## config.mk

```make
export PLATFORM = sky130hd
export DESIGN_NAME = riscv_wb
export DESIGN_NICKNAME = d
export VERILOG_FILES = /design/src/rtl/riscv_wb.sv
export SDC_FILE = /design/constraint.sdc
export NUM_CORES = 1
export LEC_CHECK = 0
export BUFFER_PORTS_ARGS = -buffer_cell sky130_fd_sc_hd__buf_2
export CAP_MARGIN = 20
export CELL_PAD_IN_SITES_DETAIL_PLACEMENT = 0
export CELL_PAD_IN_SITES_GLOBAL_PLACEMENT = 1
export CORE_MARGIN = 4
export CORE_UTILIZATION = 42
export CTS_CLUSTER_SIZE = 12
export DETAILED_ROUTE_END_ITERATION = 12
export PLACE_DENSITY_LB_ADDON = 0.1
export SETUP_SLACK_MARGIN = 0.3
export SYNTH_ARGS = -nofsm -noshare
export SYNTH_HDL_FRONTEND = slang
export SYNTH_SLANG_ARGS = --single-unit
export TNS_END_PERCENT = 100
```

## constraint.sdc

```tcl
create_clock -name clk_i -period 4.18 [get_ports clk_i]
set_input_delay 0.627 -clock clk_i [delete_from_list [all_inputs] [get_ports clk_i]]
set_output_delay 0.627 -clock clk_i [all_outputs]
set_load 0.03 [all_outputs]
```

## src/rtl/riscv_wb.sv

```systemverilog
`default_nettype none
// ============================================================================
//  Module   : riscv_wb
//  Purpose  : Write-back stage. Retires ALU/CSR results with one-cycle
//             latency, waits for load responses, then aligns and extends the
//             data onto the registered register-file write port. Load bus
//             errors raise a one-cycle exception pulse with the faulting
//             address. Optional load watchdog: define WB_LOAD_TIMEOUT_EN.
//  Revision : 1.0  initial release
// ============================================================================
module riscv_wb #(
  parameter int XLEN           = 32,
  parameter int TIMEOUT_CYCLES = 255
) (
  input  logic            clk_i,
  input  logic            rst_ni,
  input  logic            mem_valid_i,
  input  logic [4:0]      mem_rd_i,
  input  logic [XLEN-1:0] mem_r_i,
  input  logic [XLEN-1:0] mem_addr_i,
  input  logic            mem_is_load_i,
  input  logic [1:0]      mem_size_i,
  input  logic            mem_unsigned_i,
  input  logic            wb_flush_i,
  input  logic            dmem_ack_i,
  input  logic            dmem_err_i,
  input  logic [XLEN-1:0] dmem_q_i,
  output logic            wb_stall_o,
  output logic [4:0]      rf_dst_o,
  output logic [XLEN-1:0] rf_dst_d_o,
  output logic            rf_we_o,
  output logic            wb_exception_o,
  output logic [XLEN-1:0] wb_badaddr_o
);

  localparam logic [1:0] c_IDLE = 2'd0;  // accepting
  localparam logic [1:0] c_WAIT = 2'd1;  // load outstanding
  localparam logic [1:0] c_KILL = 2'd2;  // flushed load, response discarded

  logic [1:0]      r_state;
  logic [4:0]      r_rd;
  logic [1:0]      r_size;
  logic            r_uns;
  logic [XLEN-1:0] r_addr;

  logic            w_accept;
  logic            w_timeout;
  logic [XLEN-1:0] w_shifted;
  logic [XLEN-1:0] w_load_data;

  assign w_accept   = (r_state == c_IDLE) && mem_valid_i && !wb_flush_i;
  // Derived from registered state only, so there is no path from dmem_ack_i.
  assign wb_stall_o = (r_state != c_IDLE);

  // Align the raw load word by the byte offset and sign/zero-extend.
  always_comb begin
    w_shifted = dmem_q_i >> {r_addr[1:0], 3'b000};
    case (r_size)
      2'b00:   w_load_data = r_uns ? {{(XLEN-8){1'b0}}, w_shifted[7:0]}
                                   : {{(XLEN-8){w_shifted[7]}}, w_shifted[7:0]};
      2'b01:   w_load_data = r_uns ? {{(XLEN-16){1'b0}}, w_shifted[15:0]}
                                   : {{(XLEN-16){w_shifted[15]}}, w_shifted[15:0]};
      default: w_load_data = w_shifted;  // word, and size 11 treated as word
    endcase
  end

`ifdef WB_LOAD_TIMEOUT_EN
  localparam logic [15:0] c_TIMEOUT = 16'(TIMEOUT_CYCLES);

  logic [15:0] r_tmo_cnt;

  // Watchdog: fires when the count of ack-less cycles would reach the limit.
  assign w_timeout = (r_state != c_IDLE) && !dmem_ack_i &&
                     ((r_tmo_cnt + 16'd1) == c_TIMEOUT);

  // Count ack-less cycles; restart on entry to WAIT and on entry to KILL.
  always_ff @(posedge clk_i or negedge rst_ni) begin
    if (!rst_ni) begin
      r_tmo_cnt <= '0;
    end else if (w_accept && mem_is_load_i) begin
      r_tmo_cnt <= '0;
    end else if ((r_state == c_WAIT) && wb_flush_i && !dmem_ack_i) begin
      r_tmo_cnt <= '0;
    end else if ((r_state != c_IDLE) && !dmem_ack_i) begin
      r_tmo_cnt <= r_tmo_cnt + 16'd1;
    end
  end
`else
  assign w_timeout = 1'b0;
`endif

  // Stage sequencing, load context capture and the registered RF/exception ports.
  always_ff @(posedge clk_i or negedge rst_ni) begin
    if (!rst_ni) begin
      r_state        <= c_IDLE;
      r_rd           <= '0;
      r_size         <= '0;
      r_uns          <= 1'b0;
      r_addr         <= '0;
      rf_we_o        <= 1'b0;
      rf_dst_o       <= '0;
      rf_dst_d_o     <= '0;
      wb_exception_o <= 1'b0;
      wb_badaddr_o   <= '0;
    end else begin
      rf_we_o        <= 1'b0;
      wb_exception_o <= 1'b0;
      case (r_state)
        c_IDLE: begin
          if (w_accept) begin
            if (mem_is_load_i) begin
              r_rd    <= mem_rd_i;
              r_size  <= mem_size_i;
              r_uns   <= mem_unsigned_i;
              r_addr  <= mem_addr_i;
              r_state <= c_WAIT;
            end else begin
              rf_we_o    <= (mem_rd_i != 5'd0);
              rf_dst_o   <= mem_rd_i;
              rf_dst_d_o <= mem_r_i;
            end
          end
        end
        c_WAIT: begin
          if (wb_flush_i) begin
            // A response arriving with the flush is simply dropped.
            r_state <= dmem_ack_i ? c_IDLE : c_KILL;
          end else if (dmem_ack_i && !dmem_err_i) begin
            rf_we_o    <= (r_rd != 5'd0);
            rf_dst_o   <= r_rd;
            rf_dst_d_o <= w_load_data;
            r_state    <= c_IDLE;
          end else if (dmem_ack_i || w_timeout) begin
            wb_exception_o <= 1'b1;
            wb_badaddr_o   <= r_addr;
            r_state        <= c_IDLE;
          end
        end
        c_KILL: begin
          if (dmem_ack_i || dmem_err_i || w_timeout) begin
            r_state <= c_IDLE;
          end
        end
        default: r_state <= c_IDLE;
      endcase
    end
  end

endmodule
`default_nettype wire

```

==> results.sh, run 1 <==
export IMPL_final_critical_path_setup_slack_ns=1.562
export IMPL_post_cts_hold_buffer_count=0
export IMPL_worst_slack_on_hold_paths_ns=0.3515
export IMPL_antenna_cells_inserted=0
export IMPL_endpoint_kind="flop"
export IMPL_ys_seq_elements=113
export IMPL_drt_wl_total_mm=14.19
export IMPL_tightest_slew_ns=0.9521
export IMPL_tns_ns=0
export IMPL_slew_headroom=0.3653
export IMPL_dieHeight_um=120.3
export IMPL_timing_final_crit_share=0.6262
export IMPL_first_pass_grt_wire_length_mm=23.15
export IMPL_area_contributors_post_synth="sky130_fd_sc_hd__dfrtp_1, sky130_fd_sc_hd__mux2_2, sky130_fd_sc_hd__nor2_1, sky130_fd_sc_hd__nand2_1, sky130_fd_sc_hd__a221oi_2"
export IMPL_final_cell_area_um2=6894
export IMPL_root_buffer_master="sky130_fd_sc_hd__clkbuf_16"
export IMPL_drc_marker_count_from_the_first_detailed_route_iteration=238
export IMPL_num_fill_cells=1107
export IMPL_mean_number_of_vias_per_cell=5.183
export IMPL_timing_max_transition_violations_final=0
export IMPL_post_dp_cell_area_um2=6336
export IMPL_drt_pass1_iterations=4
export IMPL_post_synth_instance_area_um2=5298
export IMPL_timing_worst_setup_path_type="flop to flop"
export IMPL_clock_buffer_count_from_cts=17
export IMPL_worstSkewPairLatency_ns=0.40
export IMPL_cts_max_level=4
export IMPL_row_count=40
export IMPL_finalHoldViolCount=0
export IMPL_all_layer_gr_usage=0.2038
export IMPL_postLayoutCoreUtil=0.5669
export IMPL_die_x_um=120.3
export IMPL_result_of_the_run="complete, no violations"
export IMPL_synth_yosys_seq_area_share=0.5338
export IMPL_required_time_at_the_endpoint_of_the_critical_path_ns=4.45
export IMPL_grt_antenna_before_repair=4
export IMPL_synthDominantAreaCellType="sky130_fd_sc_hd__dfrtp_1"
export IMPL_finalSetupViolCount=0
export IMPL_cts_setup_buffers=0
export IMPL_floorplan_io_pins=183
export IMPL_yosysUniqueCellTypes=41
export IMPL_worstPathMaxFanout=21
export IMPL_worst_ir_drop_vdd_uv=394.9
export IMPL_combinational_family_with_the_most_area_after_synthesis="multiplexers"
export IMPL_cts_buffer_depth=2
export IMPL_synth_nets=552
export IMPL_period_needed_ns=2.618
export IMPL_post_synth_mux_area_share=0.2062
export IMPL_yosysTopAreaCellShare=0.5338
export IMPL_post_synth_fa_ha_maj_area_fraction=0
export IMPL_wl_per_cell_um=17.76
export IMPL_cp_data_arrival_time_ns=2.89
export IMPL_ys_warn_count=0
export IMPL_floorplan_core_area_um2=12160
export IMPL_area_share_of_and_or_nand_nor_cells_after_synthesis=0.1195
export IMPL_grt_remaining_overflow=0
export IMPL_power_per_cell_area_nw_per_um2=594.2
export IMPL_yosys_area_share_xor_xnor=0
export IMPL_postCtsResizedCells=0
export IMPL_leakagePower_nw=3.239
export IMPL_via_count=4141
export IMPL_max_freq_ghz=0.3820
export IMPL_timing_hold_worst_class="input port to asynchronous set/reset pin"
export IMPL_post_route_ant_nets=0
export IMPL_reg2regPathDepth=5
export IMPL_clock_sink_count=113
export IMPL_tritoncts="built"
export IMPL_final_setup_skew_ns=0.008410
export IMPL_layout_drive_gt1_share=0.5151
export IMPL_hpwlAfterDp_mm=10.17
export IMPL_place_gp_congestion=0.8684
export IMPL_first_global_vias=4397
export IMPL_clkTransAtPathRegs_ns=0.05
export IMPL_cap_violations=0
export IMPL_layout_nets=730
export IMPL_mapped_avg_cell_area_um2=12.01
export IMPL_die_area_um2=14470
export IMPL_postSynthCellCount=441
export IMPL_unrepaired_setup_endpoints_after_global_routing="false"
export IMPL_synth_compound_gate_area_share=0.1060
export IMPL_cp_start_kind="flop"
export IMPL_drc=0
export IMPL_placement_io_buffers=182
export IMPL_initial_cell_density_of_the_core=0.4356
export IMPL_synth_to_final_area_change_pct=30.14
export IMPL_largest_net_degree_at_the_start_of_global_routing=71
export IMPL_dp_worst_setup_slack_ns=1.615
worst paths after layout:
path	start	endpoint	slack [ns]
hold / removal	rst_ni	rf_dst_d_o[26]	0.35
setup / recovery	r_addr[1]	rf_dst_d_o[30]	1.56
hold reg to reg	r_addr[23]	wb_badaddr_o[23]	0.50
min in group clk_i	dmem_ack_i	r_state[1]	0.45
setup reg to reg	r_addr[1]	rf_dst_d_o[30]	1.56
max in group asynchronous	rst_ni	rf_dst_o[0]	2.95
critical path, cell delays in order, from the launching register on:
cell	delay, ns
sky130_fd_sc_hd__dfrtp_1	0.96
sky130_fd_sc_hd__nor2b_1	0.37
sky130_fd_sc_hd__and4_1	0.35
sky130_fd_sc_hd__nor4_4	0.48
sky130_fd_sc_hd__buf_8	0.23
sky130_fd_sc_hd__a221oi_1	0.09
final cells by class:
class | count | area, um^2 | area share
Clock buffer | 22 | 474.2 | 0.06878
Clock inverter | 9 | 83.83 | 0.01216
Multi-Input combinational cell | 296 | 2301 | 0.3338
Inverter | 1 | 3.754 | 0.0005445
Timing Repair Buffer | 190 | 993.5 | 0.1441
Tap cell | 168 | 210.2 | 0.03049
Sequential cell | 113 | 2828 | 0.4102
power breakdown:
group	switching, W	internal, W	leakage, nW	total, W
Sequential	0.000176	0.00137	1.37	0.00155
Combinational	0.000744	0.000461	1.60	0.00121
Clock	0.000484	0.000858	0.276	0.00134
Total	0.00140	0.00269	3.24	0.00410
logic make-up (layout without fill, tap and decap cells):
| logic type | count (synthesis) | count (layout) |
|---|---|---|
| buffers and inverters | 32 | 222 |
| and+or+nand+nor | 132 | 132 |
| muxes | 97 | 97 |
| AOI/OAI and AO/OA | 67 | 67 |
| DFF | 113 | 113 |
flip-flops by register name (all words and copies together) (netlist names):
name,count
r_state,2
rf_we_o,1
wb_badaddr_o,32
rf_dst_d_o,32
r_rd,5
rf_dst_o,5
r_addr,32
wb_exception_o,1
r_uns,1
r_size,2
per-layer routing:
metal,GRT usage,part of all wire,up-vias
met5,0,0.0030,-
li1,-,-,1949
met4,0.04603,0.0050,8
met2,0.3467,0.50,121
met1,0.2412,0.41,2047
met3,0.08606,0.080,16
through the flow:
stage / cells / power (W)
final: 799 / 0.004097
after global routing: 799 / 0.004320
after CTS: 799 / 0.004149
after detailed placement: 768 / 0.002783
after global placement: 767 / 0.002746
after floorplan: 441 / 0.002384
cells in the mapped netlist, drive strengths merged:
cell type,n
or3b,1
mux2i,9
o21ai,10
a221oi,16
o211ai,7
nor2,56
o2bb2ai,1
nand3,1
a21boi,1
inv,1
a31oi,13
mux4,1
nor2b,6
nand2,43
nand4b,1
nor3b,3
nor4,2
nor4b,1
dfrtp,113
a2111oi,1
mux2,87
clkbuf,6
or2,2
o31ai,1
and4,1
o22ai,1
nor3,1
and3,1
or4,2
a21oi,1
buf,25
nand2b,10
nand3b,1
a211oi,15
cells in the final DEF (no fill, tap or decap), types with 2 or more instances in the layout:
master	netlist	routed
sky130_fd_sc_hd__clkinv_4	0	3
sky130_fd_sc_hd__buf_4	3	7
sky130_fd_sc_hd__clkbuf_16	0	17
sky130_fd_sc_hd__nor2b_1	6	5
sky130_fd_sc_hd__o211ai_1	7	7
sky130_fd_sc_hd__clkinv_2	0	4
sky130_fd_sc_hd__or4_1	2	2
sky130_fd_sc_hd__buf_2	16	181
sky130_fd_sc_hd__o21ai_0	10	10
sky130_fd_sc_hd__a211oi_1	15	15
sky130_fd_sc_hd__dfrtp_1	113	113
sky130_fd_sc_hd__a221oi_2	10	10
sky130_fd_sc_hd__clkbuf_8	0	3
sky130_fd_sc_hd__nor4_4	2	2
sky130_fd_sc_hd__mux2_2	87	87
sky130_fd_sc_hd__nor3b_1	2	2
sky130_fd_sc_hd__a31oi_1	13	13
sky130_fd_sc_hd__nor2_1	56	56
sky130_fd_sc_hd__a221oi_1	6	6
sky130_fd_sc_hd__nand2b_1	10	10
sky130_fd_sc_hd__clkbuf_1	5	2
sky130_fd_sc_hd__nand2_1	43	43
sky130_fd_sc_hd__mux2i_1	9	9
Note: power is estimated with default switching activity, not from simulation.
==> inputs of run 2 (changes only) <==
--- a/config.mk
+++ b/config.mk
@@ -10,7 +10,7 @@
 export CELL_PAD_IN_SITES_DETAIL_PLACEMENT = 0
 export CELL_PAD_IN_SITES_GLOBAL_PLACEMENT = 1
 export CORE_MARGIN = 4
-export CORE_UTILIZATION = 42
+export CORE_UTILIZATION = 35
 export CTS_CLUSTER_SIZE = 12
 export DETAILED_ROUTE_END_ITERATION = 12
 export PLACE_DENSITY_LB_ADDON = 0.1
==> constraint.sdc (replaced) <==
create_clock -name clk_i -period 2.3 [get_ports clk_i]
set_input_delay 0.345 -clock clk_i [delete_from_list [all_inputs] [get_ports clk_i]]
set_output_delay 0.345 -clock clk_i [all_outputs]
set_load 0.03 [all_outputs]
==> results.sh, run 2 (synthesis gave the netlist of run 1 again) <==
export IMPL_worst_r2r_setup_slack_ns=0.51
export IMPL_critPathMaxStageDelay_ns=0.55
export IMPL_worst_path_dominant_cell_family="flip-flops"
export IMPL_finalSetupViolCount=0
export IMPL_synth_to_final_area_change_pct=34.46
export IMPL_use_met3=0.06301
export IMPL_final_cell_mix="sky130_fd_sc_hd__buf_2, sky130_fd_sc_hd__dfrtp_1, sky130_fd_sc_hd__mux2_2"
export IMPL_required_time_at_the_endpoint_of_the_critical_path_ns=2.57
export IMPL_sw_frac_of_total=0.3284
export IMPL_period_needed_ns=1.789
export IMPL_finalNonFillerCells=828
export IMPL_cp_cell_sequence="buf_4 -> mux2_2 -> o211ai_1 -> a31oi_1"
export IMPL_first_pass_grt_wire_length_mm=23.20
export IMPL_wl_per_cell_um=17.70
export IMPL_dieHeight_um=131.0
export IMPL_cp_start_kind="flop"
export IMPL_floorplan_io_pins=183
export IMPL_slowest_stage="sky130_fd_sc_hd__dfrtp_1"
export IMPL_registers_with_the_highest_flip_flop_counts="r_addr: 32 flops, rf_dst_d_o: 32 flops, wb_badaddr_o: 32 flops"
export IMPL_die_area_um2=17170
export IMPL_unrepaired_setup_endpoints_after_global_routing="false"
export IMPL_seq_power_share=0.358
export IMPL_first_global_vias=4326
export IMPL_timing_hold_worst_class="input port to flop"
export IMPL_p_comb_frac=0.286
export IMPL_floorplan_core_area_um2=14700
export IMPL_hpwlAfterDp_mm=10.80
export IMPL_final_setup_skew_ns=0.007613
export IMPL_leakagePower_nw=3.344
export IMPL_grt_remaining_overflow=0
export IMPL_gr_usage_met1=0.2218
export IMPL_die_x_um=131.0
export IMPL_drc=0
export IMPL_worstPathMaxFanout=14
export IMPL_layout_cells_most_common="sky130_fd_sc_hd__buf_2"
export IMPL_cap_violations=0
export IMPL_p_clk_frac=0.355
export IMPL_clock_buffer_count_from_cts=17
export IMPL_timing_worst_setup_path_type="flop to flop"
export IMPL_tightest_slew_ns=0.6655
export IMPL_total_power_w=0.007828
export IMPL_finalHoldViolCount=0
export IMPL_critPathBufInv=1
export IMPL_slew_headroom=0.5563
export IMPL_placement_io_buffers=182
export IMPL_drt_pass1_iterations=4
export IMPL_cp_data_arrival_time_ns=2.06
export IMPL_max_freq_ghz=0.5590
export IMPL_clock_sink_count=113
export IMPL_layout_drive_gt1_share=0.5226
export IMPL_worstSkewPairLatency_ns=0.41
export IMPL_postCtsResizedCells=0
export IMPL_cts_buffer_depth=2
export IMPL_via_count=4110
export IMPL_mean_number_of_vias_per_cell=4.964
export IMPL_timing_max_transition_violations_final=0
export IMPL_post_route_ant_nets=0
export IMPL_drc_marker_count_from_the_first_detailed_route_iteration=209
export IMPL_initial_cell_density_of_the_core=0.3604
export IMPL_result_of_the_run="complete, no violations"
export IMPL_root_buffer_master="sky130_fd_sc_hd__clkbuf_16"
export IMPL_placed_cells=793
export IMPL_tns_ns=0
export IMPL_postLayoutCoreUtil=0.4846
export IMPL_power_per_cell_area_nw_per_um2=1099
export IMPL_grt_busiest_layer="met2"
export IMPL_tritoncts="built"
export IMPL_drt_wl_total_mm=14.65
export IMPL_cts_max_level=4
export IMPL_grt_antenna_before_repair=1
export IMPL_place_gp_congestion=0.8185
export IMPL_clkTransAtPathRegs_ns=0.05
export IMPL_layout_nets=742
export IMPL_cellInternalPower_w=0.005257
export IMPL_timing_final_crit_share=0.7778
export IMPL_power_switching_w=0.002571
export IMPL_largest_net_degree_at_the_start_of_global_routing=47
export IMPL_gr_usage_met2=0.2787
export IMPL_worst_ir_drop_vdd_uv=558.0
export IMPL_all_layer_gr_usage=0.1767
export IMPL_endpoint_kind="flop"
export IMPL_row_count=44
[run 2: metrics by stage]
stage	worst slack, ns	hold slack (ns)	area (um^2)
finish	0.5110	0.1508	7123
global route	0.3684	0.1508	7121
CTS	0.3236	0.1431	7093
detailed placement	0.3167	0.4206	6454
global placement	0.3846	0.4034	6454
floorplan	0.6402	0.04941	5298
[run 2: final timing paths]
kind                             endpoint  cells past startpoint  startpoint
max                         rf_dst_d_o[2]                      4   r_addr[1]
min                            r_state[1]                      2  dmem_ack_i
max reg2reg                 rf_dst_d_o[2]                      4   r_addr[1]
max in group asynchronous      r_addr[10]                      3      rst_ni
min reg2reg                    r_addr[13]                      1  r_addr[13]
min in group asynchronous  rf_dst_d_o[27]                      2      rst_ni
[run 2: routing by layer]
layer	part of all wire	vias up
met4	0.022	2
met3	0.086	26
met1	0.41	1979
met2	0.48	142
li1	-	1961
met5	0.00048	-
[run 2: layout make-up]
class | instances | area (um^2)
antenna | 1 | 2.502
sequential | 113 | 2828
timing repair buffer | 202 | 1129
inverter | 1 | 3.754
clock inverter | 9 | 155.1
fill | 1393 | 7576
tap | 184 | 230.2
clock buffer | 22 | 474.2
multi-input combinational | 296 | 2301
[run 2: power groups by stage]
stage | combinational, W | clock (W) | sequential (W)
finish | 0.00224 | 0.00278 | 0.00280
global placement | 0.00223 | 0 | 0.00281
detailed placement | 0.00227 | 0 | 0.00284
floorplan | 0.000883 | 0 | 0.00345
CTS | 0.00227 | 0.00284 | 0.00281
global route | 0.00243 | 0.00295 | 0.00288
[run 2: timing repair]
item,4_1_cts,5_1_grt
hold buffers,1,0
endpoints found under the setup margin,0,31
hold endpoints to repair,31,0
buffers inserted,0,2
==> inputs of run 3 (changes only) <==
--- a/config.mk
+++ b/config.mk
@@ -5,12 +5,13 @@
 export SDC_FILE = /design/constraint.sdc
 export NUM_CORES = 1
 export LEC_CHECK = 0
+export ABC_AREA = 1
 export BUFFER_PORTS_ARGS = -buffer_cell sky130_fd_sc_hd__buf_2
 export CAP_MARGIN = 20
 export CELL_PAD_IN_SITES_DETAIL_PLACEMENT = 0
 export CELL_PAD_IN_SITES_GLOBAL_PLACEMENT = 1
 export CORE_MARGIN = 4
-export CORE_UTILIZATION = 35
+export CORE_UTILIZATION = 32
 export CTS_CLUSTER_SIZE = 12
 export DETAILED_ROUTE_END_ITERATION = 12
 export PLACE_DENSITY_LB_ADDON = 0.1
==> constraint.sdc (replaced) <==
create_clock -name clk_i -period 1.45 [get_ports clk_i]
set_input_delay 0.2175 -clock clk_i [delete_from_list [all_inputs] [get_ports clk_i]]
set_output_delay 0.2175 -clock clk_i [all_outputs]
set_load 0.03 [all_outputs]
==> results.sh, run 3 <==
export IMPL_all_layer_gr_usage=0.2045
export IMPL_tritoncts="built"
export IMPL_finalSetupViolCount=75
export IMPL_hpwlAfterDp_mm=11.89
export IMPL_final_cell_mix="sky130_fd_sc_hd__nand2_1, sky130_fd_sc_hd__dfrtp_1, sky130_fd_sc_hd__buf_2"
export IMPL_routed_wl_met2_mm=10.95
export IMPL_grt_remaining_overflow=0
export IMPL_cp_data_arrival_time_ns=1.81
export IMPL_placed_cells=1086
export IMPL_violated_checks="setup timing"
export IMPL_mean_number_of_vias_per_cell=4.818
export IMPL_ys_warn_count=0
export IMPL_finalNonFillerCells=1217
export IMPL_cap_violations=0
export IMPL_timing_hold_worst_class="input port to flop"
export IMPL_postSynthCellCount=701
export IMPL_die_area_um2=18920
export IMPL_final_cell_area_um2=9911
export IMPL_unrepaired_setup_endpoints_after_global_routing="true"
export IMPL_grt_antenna_before_repair=4
export IMPL_met3_length_mm=1.591
export IMPL_cp_cell_sequence="inv_2 -> nand2_2 -> inv_2 -> buf_6 -> buf_6 -> nand4_1 -> buf_12 -> clkbuf_16 -> nand2_2 -> o21ai_1"
export IMPL_num_fill_cells=1484
export IMPL_worst_path_dominant_cell_family="buffers and inverters"
export IMPL_clock_sink_count=113
export IMPL_slowest_stage="sky130_fd_sc_hd__dfrtp_1"
export IMPL_cellInternalPower_w=0.009788
export IMPL_first_pass_grt_wire_length_mm=29.48
export IMPL_layout_drive_gt1_share=0.5246
export IMPL_finalHoldViolCount=0
export IMPL_area_contributors_post_synth="sky130_fd_sc_hd__dfrtp_1, sky130_fd_sc_hd__nand2_1, sky130_fd_sc_hd__nor2_1, sky130_fd_sc_hd__a21oi_1, sky130_fd_sc_hd__nand3_1"
export IMPL_worstSkewPairLatency_ns=0.41
export IMPL_synth_yosys_seq_area_share=0.5264
export IMPL_critPathBufInv=6
export IMPL_synth_edff_count=0
export IMPL_slew_headroom=0.5772
export IMPL_final_critical_path_setup_slack_ns=-0.06718
export IMPL_layout_nets=1093
export IMPL_initial_cell_density_of_the_core=0.3251
export IMPL_tightest_slew_ns=0.6335
export IMPL_async_flop_share=1.000
export IMPL_netlist_top_cells_count="sky130_fd_sc_hd__nand2_1, sky130_fd_sc_hd__dfrtp_1, sky130_fd_sc_hd__nor2_1"
export IMPL_cts_max_level=4
export IMPL_floorplan_core_area_um2=16520
export IMPL_clkTransAtPathRegs_ns=0.06
export IMPL_drt_wl_total_mm=21.49
export IMPL_timing_max_transition_violations_final=0
export IMPL_root_buffer_master="sky130_fd_sc_hd__clkbuf_16"
export IMPL_leakagePower_nw=4.936
export IMPL_mapped_avg_cell_area_um2=7.662
export IMPL_synth_to_final_area_change_pct=84.51
export IMPL_cts_buffer_depth=2
export IMPL_floorplan_io_pins=183
export IMPL_synth_nets=812
export IMPL_timing_final_crit_share=1.046
export IMPL_drt_pass1_iterations=4
export IMPL_endpoint_kind="flop"
export IMPL_post_synth_instance_area_um2=5371
export IMPL_drc_marker_count_from_the_first_detailed_route_iteration=345
export IMPL_post_synth_top_count_cell="sky130_fd_sc_hd__nand2_1"
export IMPL_synth_top_flop_cell="sky130_fd_sc_hd__dfrtp_1"
export IMPL_post_route_ant_nets=0
export IMPL_required_time_at_the_endpoint_of_the_critical_path_ns=1.75
export IMPL_worst_ir_drop_vdd_uv=831.0
export IMPL_period_needed_ns=1.517
export IMPL_critPathMaxStageDelay_ns=0.39
export IMPL_power_switching_w=0.005377
export IMPL_power_per_cell_area_nw_per_um2=1530
export IMPL_die_x_um=137.6
export IMPL_seq_power_share=0.303
export IMPL_maxUsedRoutingLayer="met5"
export IMPL_max_freq_ghz=0.6591
export IMPL_synthDominantAreaCellType="sky130_fd_sc_hd__dfrtp_1"
export IMPL_final_setup_skew_ns=0.006327
export IMPL_ys_seq_elements=113
export IMPL_p_clk_frac=0.288
export IMPL_worstPathMaxFanout=8
export IMPL_via_count=5863
export IMPL_placement_io_buffers=182
export IMPL_yosysTopAreaCellShare=0.5264
export IMPL_met1_length_mm=8.253
export IMPL_post_dp_cell_area_um2=6670
export IMPL_timing_worst_setup_path_type="flop to flop"
export IMPL_clock_buffer_count_from_cts=17
export IMPL_result_of_the_run="complete, but fails checks"
export IMPL_cp_start_kind="flop"
export IMPL_dieHeight_um=137.6
export IMPL_first_global_vias=5608
export IMPL_registers_with_the_highest_flip_flop_counts="r_addr: 32 flops, rf_dst_d_o: 32 flops, wb_badaddr_o: 32 flops"
export IMPL_drc=0
export IMPL_largest_net_degree_at_the_start_of_global_routing=75
export IMPL_p_comb_frac=0.409
export IMPL_sw_frac_of_total=0.3546
export IMPL_wl_per_cell_um=17.66
export IMPL_yosysUniqueCellTypes=23
export IMPL_layout_cells_most_common="sky130_fd_sc_hd__nand2_1"
export IMPL_place_gp_congestion=0.8810
export IMPL_row_count=47
[run 3: cell count changes after synthesis, sizes merged, moves of 12 or more]
| cell | previous run | this run |
|---|---|---|
| a211oi | 15 | 0 |
| a21oi | 1 | 47 |
| a221oi | 16 | 0 |
| a31oi | 13 | 1 |
| inv | 1 | 52 |
| mux2 | 87 | 5 |
| nand2 | 43 | 243 |
| nand3 | 1 | 49 |
| nor2 | 56 | 94 |
| o21ai | 10 | 37 |
[run 3: what timing repair did]
action,CTS,global route
hold endpoints to repair,113,0
pin swaps,30,25
endpoints found under the setup margin,183,185
hold buffers,1,0
resized for setup,249,205
setup buffers,37,30
cloned,11,18
[run 3: metrics by stage]
| stage | setup WS (ns) | util | power, W | hold slack (ns) | TNS (ns) |
|---|---|---|---|---|---|
| 6_report | -0.06718 | 0.5998 | 0.01517 | 0.02827 | -2.700 |
| 5_1_grt | -0.1610 | 0.5995 | 0.01592 | 0.02811 | -10.87 |
| 4_1_cts | -0.04425 | 0.5209 | 0.01430 | 0.006597 | -0.9771 |
| 3_5_place_dp | -0.1970 | 0.4037 | 0.008349 | 0.2812 | -2.813 |
| 3_3_place_gp | -0.2227 | 0.4037 | 0.008306 | 0.2808 | -2.893 |
| 2_1_floorplan | 0.09515 | - | 0.006952 | -0.07809 | 0 |
[run 3: routing by layer]
layer,global-route usage,up-vias
met5,0,-
met4,0.08259,8
met3,0.05807,50
met2,0.3330,184
met1,0.2557,2812
li1,-,2809
[run 3: worst reg2reg max path: cells and delay by family, from the launching register on]
kind,cells,cell delay [ns]
AOI/OAI and AO/OA,1,0.06
buffers and inverters,6,0.73
DFF,1,0.39
and+or+nand+nor,3,0.23
[run 3: power by group through the flow]
stage / sequential (W) / combinational [W] / clock (W)
6_report: 0.00459 / 0.00621 / 0.00436
5_1_grt: 0.00468 / 0.00665 / 0.00460
3_5_place_dp: 0.00445 / 0.00390 / 0
2_1_floorplan: 0.00558 / 0.00137 / 0
4_1_cts: 0.00455 / 0.00530 / 0.00445
3_3_place_gp: 0.00445 / 0.00385 / 0
[run 3: worst paths after layout]
check | from | endpoint | slack, ns | cells after the start
worst max-delay path | r_state[1] | wb_badaddr_o[7] | -0.07 | 10
max in group asynchronous | rst_ni | wb_badaddr_o[28] | 0.65 | 3
min in group asynchronous | rst_ni | rf_dst_d_o[8] | 0.35 | 3
worst min register to register | r_addr[3] | wb_badaddr_o[3] | 0.48 | 2
worst max register to register | r_state[1] | wb_badaddr_o[7] | -0.07 | 10
worst min-delay path | mem_addr_i[5] | r_addr[5] | 0.03 | 2
[run 3: area by class of cell]
class / count / area [um^2] / share of cell area
Inverter: 52 / 210.2 / 0.02121
Sequential cell: 113 / 2829 / 0.2854
Antenna cell: 2 / 5.005 / 0.0005050
Clock buffer: 24 / 491.7 / 0.04961
Tap cell: 220 / 275.3 / 0.02777
Multi-Input combinational cell: 498 / 3080 / 0.3108
Clock inverter: 8 / 126.4 / 0.01275
Timing Repair Buffer: 300 / 2893 / 0.2919
[run 3: cell families (layout without fill, tap and decap cells)]
kind of cell | after synthesis | after routing | synth area share
and+or+nand+nor | 388 | 391 | 0.2865
buffers and inverters | 93 | 384 | 0.07314
other | 0 | 2 | 0
AOI/OAI and AO/OA | 102 | 102 | 0.1034
muxes | 5 | 5 | 0.01048
DFF | 113 | 113 | 0.5264
